--- src/rtl/reloj_pkg.sv ---
// Shared types for the digital clock button front end: command codes,
// arbiter states and the fixed command priority.
package reloj_pkg;

  typedef enum logic [1:0] {
    CMD_INC        = 2'd0,
    CMD_DEC        = 2'd1,
    CMD_CAMBIAR    = 2'd2,
    CMD_ESTABLECER = 2'd3
  } cmd_t;

  typedef enum logic {
    ARB_IDLE  = 1'b0,
    ARB_OFFER = 1'b1
  } arb_state_t;

  localparam int NUM_BOTONES = 4;

  // ESTABLECER > CAMBIAR > INC > DEC; caller guarantees at least one bit set.
  function automatic cmd_t elegir_comando(input logic [NUM_BOTONES-1:0] pend);
    cmd_t sel;
    if (pend[CMD_ESTABLECER])   sel = CMD_ESTABLECER;
    else if (pend[CMD_CAMBIAR]) sel = CMD_CAMBIAR;
    else if (pend[CMD_INC])     sel = CMD_INC;
    else                        sel = CMD_DEC;
    return sel;
  endfunction

endpackage

--- src/rtl/boton_antirrebote.sv ---
// One push-button: 2-FF synchroniser, debounce counter and a one-cycle
// press pulse issued the cycle after the debounced state goes pressed.
module boton_antirrebote #(
  parameter int DEBOUNCE_CYCLES = 4
) (
  input  logic clk,
  input  logic reset,
  input  logic boton_n_i,
  output logic pulsado_o,
  output logic evento_o
);

  localparam int CW = $clog2(DEBOUNCE_CYCLES + 1);
  localparam logic [CW-1:0] CNT_MAX = CW'(DEBOUNCE_CYCLES);

  logic          sync1_q, sync2_q;
  logic [CW-1:0] cnt_q, cnt_d;
  logic          deb_q, deb_d;
  logic          deb_prev_q, evt_q;
  logic          muestra;

  assign muestra = ~sync2_q;

  always_comb begin
    cnt_d = cnt_q;
    deb_d = deb_q;
    if (muestra == deb_q) begin
      cnt_d = '0;
    end else if (cnt_q < CNT_MAX) begin
      cnt_d = cnt_q + 1'b1;
    end
    // Flip and restart so a new change needs a full fresh run of samples.
    if (cnt_d == CNT_MAX) begin
      deb_d = muestra;
      cnt_d = '0;
    end
  end

  always_ff @(posedge clk or posedge reset) begin
    if (reset) begin
      sync1_q    <= 1'b1;
      sync2_q    <= 1'b1;
      cnt_q      <= '0;
      deb_q      <= 1'b0;
      deb_prev_q <= 1'b0;
      evt_q      <= 1'b0;
    end else begin
      sync1_q    <= boton_n_i;
      sync2_q    <= sync1_q;
      cnt_q      <= cnt_d;
      deb_q      <= deb_d;
      deb_prev_q <= deb_q;
      evt_q      <= deb_q & ~deb_prev_q;
    end
  end

  assign pulsado_o = deb_q;
  assign evento_o  = evt_q;

endmodule

--- src/rtl/arbitro_comandos_botones.sv ---
// Conditions the four clock buttons, auto-repeats inc/dec and serialises
// pending presses into a valid/ready command stream for the edit controller.
module arbitro_comandos_botones
  import reloj_pkg::*;
#(
  parameter int DEBOUNCE_CYCLES = 4,
  parameter int REPEAT_DELAY    = 6,
  parameter int REPEAT_PERIOD   = 2
) (
  input  logic       clk,
  input  logic       reset,
  input  logic       incrementar,
  input  logic       decrementar,
  input  logic       cambiar,
  input  logic       establecer,
  input  logic       enable,
  input  logic       cmd_ready,
  output logic       cmd_valid,
  output logic [1:0] cmd_code,
  output logic       any_held
);

  localparam int RW = $clog2(REPEAT_DELAY + 1);
  localparam logic [RW-1:0] REP_MAX    = RW'(REPEAT_DELAY);
  localparam logic [RW-1:0] REP_RELOAD = RW'(REPEAT_DELAY - REPEAT_PERIOD + 1);
  localparam logic [RW-1:0] REP_UNO    = RW'(1);

  logic [NUM_BOTONES-1:0] raw_n, pulsado, evento, eventos;
  logic [NUM_BOTONES-1:0] pend_q, pend_d, clr;
  logic [1:0][RW-1:0]     rep_q, rep_d;
  logic [1:0]             rep_evt;
  logic                   conflicto;
  arb_state_t             state_q, state_d;
  cmd_t                   code_q, code_d;

  assign raw_n = {establecer, cambiar, decrementar, incrementar};

  for (genvar g = 0; g < NUM_BOTONES; g++) begin : g_boton
    boton_antirrebote #(
      .DEBOUNCE_CYCLES(DEBOUNCE_CYCLES)
    ) u_boton (
      .clk      (clk),
      .reset    (reset),
      .boton_n_i(raw_n[g]),
      .pulsado_o(pulsado[g]),
      .evento_o (evento[g])
    );
  end

  assign conflicto = pulsado[CMD_INC] & pulsado[CMD_DEC];

  // Repeat counter runs from the press pulse; value REP_MAX marks a repeat.
  always_comb begin
    rep_d   = rep_q;
    rep_evt = '0;
    for (int i = 0; i < 2; i++) begin
      rep_evt[i] = pulsado[i] && !conflicto && (rep_q[i] == REP_MAX);
      if (conflicto || !pulsado[i])  rep_d[i] = '0;
      else if (evento[i])            rep_d[i] = REP_UNO;
      else if (rep_q[i] == REP_MAX)  rep_d[i] = REP_RELOAD;
      else if (rep_q[i] != '0)       rep_d[i] = rep_q[i] + 1'b1;
    end
  end

  assign eventos = evento | {2'b00, rep_evt};

  always_comb begin
    pend_d = eventos | (pend_q & ~clr);
    if (conflicto) pend_d[1:0] = '0;
    if (!enable)   pend_d      = '0;
  end

  always_comb begin
    state_d = state_q;
    code_d  = code_q;
    clr     = '0;
    case (state_q)
      ARB_IDLE: begin
        if (enable && (|pend_q)) begin
          code_d  = elegir_comando(pend_q);
          clr     = 4'b0001 << code_d;
          state_d = ARB_OFFER;
        end
      end
      ARB_OFFER: begin
        if (cmd_ready) state_d = ARB_IDLE;
      end
      default: state_d = ARB_IDLE;
    endcase
  end

  always_ff @(posedge clk or posedge reset) begin
    if (reset) begin
      state_q <= ARB_IDLE;
      code_q  <= CMD_INC;
      pend_q  <= '0;
      rep_q   <= '0;
    end else begin
      state_q <= state_d;
      code_q  <= code_d;
      pend_q  <= pend_d;
      rep_q   <= rep_d;
    end
  end

  assign cmd_valid = (state_q == ARB_OFFER);
  assign cmd_code  = code_q;
  assign any_held  = |pulsado;

endmodule

--- config.mk ---
export PLATFORM = sky130hd
export DESIGN_NAME = arbitro_comandos_botones
export DESIGN_NICKNAME = d
export VERILOG_FILES = /design/src/rtl/reloj_pkg.sv /design/src/rtl/boton_antirrebote.sv /design/src/rtl/arbitro_comandos_botones.sv
export SDC_FILE = /design/constraint.sdc
export NUM_CORES = 1
export LEC_CHECK = 0
export ABC_AREA = 1
export BUFFER_PORTS_ARGS = -buffer_cell sky130_fd_sc_hd__buf_2
export CORE_MARGIN = 1.5
export CORE_UTILIZATION = 40
export CTS_CLUSTER_SIZE = 8
export DETAILED_ROUTE_END_ITERATION = 8
export PLACE_DENSITY = 0.57
export SLEW_MARGIN = 40
export SYNTH_ARGS = -nofsm -noshare
export SYNTH_HDL_FRONTEND = slang
export SYNTH_SLANG_ARGS = --single-unit
export TNS_END_PERCENT = 30
--- constraint.sdc ---
create_clock -name clk -period 2.9 [get_ports clk]
set_input_delay 0.435 -clock clk [delete_from_list [all_inputs] [get_ports clk]]
set_output_delay 0.435 -clock clk [all_outputs]
set_load 0.02 [all_outputs]
==> qor.csv <==
metric;value;unit
cts_tree;built;
rsz0062_at_grt;false;
end_kind;primary output;
final_nets;241;
period_needed;1580;ps
first_global_vias;1264;
area_growth;11.2;%
path_clk_slew;80;ps
drv_slew;0;
n_antenna_cell;0;
portBuffers;11;
start_util;0.426;
placedCellCount;274;
p_seq_frac;0.484;
cts-root-buf;clkbuf_8;
yosysTopAreaCellShare;0.489;
cp_num_buf_inv;2;
met2_usage;0.203;
hold_ws;185;ps
critical_path_class;reg2out;
grt_busiest_layer;met2;
start_kind;flip-flop;
via_per_inst;4.51;
fin_setup_tns;0;ps
status;complete, no violations;
slowest_delay;460;ps
ant_nets;0;
grt-ovfl-total;0;
slew-limit-headroom;0.652;
pwr-share-clk;0.201;
critPathMaxFanout;6;
cts_resized;0;
post-route-period-util;0.543;
dieArea;0.00515;mm²
arrival;1140;ps
rows;24;
grt_usage;0.126;
fillers;429;
grt_use_met3;0.0394;
max-vdd-ir-drop;0.417;mV
dr.first_iter.drc_count;46;
place_congestion;0.768;
cts-buffers-inserted;5;
yosysWarnings;0;
clkLatencyLatePin;290;ps
post_cts_buffers;0;
htree_levels;2;
tightestPinTransition;521;ps
sw_frac_of_total;0.363;
power_density;915;mW/mm²
ys_seq_area_frac;0.601;
firstDrtPassIters;4;
wire_per_inst;9.57;µm
hold_viol_final;0;
die_w;71.8;µm
drv_cap;0;
clkSinkCount;45;
drive_above_1_share;0.178;
cp.required;2470;ps
antenna_found_initial;0;
final_cell_mix;nand2_1 (65), dfrtp_1 (37), inv_1 (35), a21oi_1 (12);
skew;4.79;ps
grt_pass1_wl;5090;µm
synthCells;211;
drc;0;
wirelength;2700;µm
hold_path.class;in2async;
synth_nets;223;
die_height;71.8;µm
final_common_cell;nand2_1;
place_hpwl;1930;µm
final_cells;282;
critPathSlowestCell;dfrtp_1;
ios;12;
p_int;1230;µW
synth_cell_types;19;
synth.area.top_cells;dfrtp_1 (49%), nand2_1 (13%), dfstp_2 (11%);
combPwrFrac;0.316;
power_switching;698;µW
vias;1273;
setup_viol;0;
grt_util_met1;0.156;
yosys.area.top_type;dfrtp_1;
fmax;0.634;GHz
cts_buffer_depth;2;
cp_top_family;flip-flops;
hold_buffers;0;
syn_area_per_cell;8.97;µm²
cp_cell_sequence;inv_2 -> nand4_1 -> buf_2;
ys_ff_latch;45;
power_leakage;0.00115;µW
syn_area;0.00189;mm²
coreArea;0.00444;mm²
grt_start_max_net_pins;46;
-- cells by family (layout without fill, tap and decap cells) --
group / after synthesis / after routing / share of synthesized area
AOI/OAI and AO/OA: 24 / 24 / 0.0714
adders and majority gates: 4 / 4 / 0.0265
buffers and inverters: 38 / 57 / 0.0754
DFF: 45 / 45 / 0.601
and+or+nand+nor: 100 / 100 / 0.226
-- per-stage QoR --
step / cell area [µm²] / worst slack (ps) / power [µW] / util
after floorplan: 1890 / 1420 / 1410 / -
after global placement: 2010 / 1590 / 1550 / 0.453
after detailed placement: 2010 / 1630 / 1560 / 0.453
after CTS: 2100 / 1290 / 1960 / 0.474
after global routing: 2100 / 1240 / 2120 / 0.474
final: 2100 / 1320 / 1930 / 0.474
-- synth_stat cells, drive strengths merged --
library cell / count
a211oi: 1
a21boi: 2
a21oi: 12
a31o: 1
dfrtp: 37
dfstp: 8
ha: 4
inv: 38
nand2: 69
nand3: 6
nand4: 6
nor2: 12
nor4: 1
o21ai: 8
or2: 6
-- area by class of cell --
type                            count  area (µm²)  share of cell area
Clock buffer                        8        90.1              0.0428
Inverter                           38         145              0.0690
Multi-Input combinational cell    128         613               0.291
Sequential cell                    45        1140               0.540
Tap cell                           52        65.1              0.0309
Timing Repair Buffer               11        55.1              0.0262
-- layer usage --
| layer | up-vias | wire length [µm] |
|---|---|---|
| li1 | 686 | - |
| met1 | 568 | 1330 |
| met2 | 15 | 1230 |
| met3 | 4 | 106 |
| met4 | 0 | 40 |
| met5 | - | 0 |
-- registers in the layout (all words and copies together), names as in the netlist --
| name | cells |
|---|---|
| cmd_valid | 1 |
| g_boton.u_boton.cnt_q | 12 |
| cmd_code | 2 |
| rep_q | 6 |
| g_boton.u_boton.deb_prev_q | 4 |
| g_boton.u_boton.pulsado_o | 4 |
| g_boton.u_boton.evento_o | 4 |
| pend_q | 4 |
| g_boton.u_boton.sync2_q | 4 |
| g_boton.u_boton.sync1_q | 4 |
-- power groups by stage --
stage	Clock, µW	Sequential (µW)	Combinational (µW)
after global routing	430	961	730
after detailed placement	0	946	617
after floorplan	0	943	467
final	387	931	607
after CTS	403	934	619
after global placement	0	943	609
-- path summary, 6_finish.rpt --
kind	slack (ps)	start	to	depth (start not counted)
min	190	reset	rep_q[0]	2
min reg2reg	350	g_boton[1].u_boton.sync1_q	g_boton[1].u_boton.sync2_q	0
max reg2reg	1680	g_boton[2].u_boton.cnt_q[0]	g_boton[2].u_boton.pulsado_o	7
min in group clk	240	incrementar	g_boton[0].u_boton.sync1_q	1
max in group asynchronous	2340	reset	g_boton[2].u_boton.sync1_q	2
max	1320	g_boton[1].u_boton.pulsado_o	any_held	3
Power figures use the tool's default switching activity.
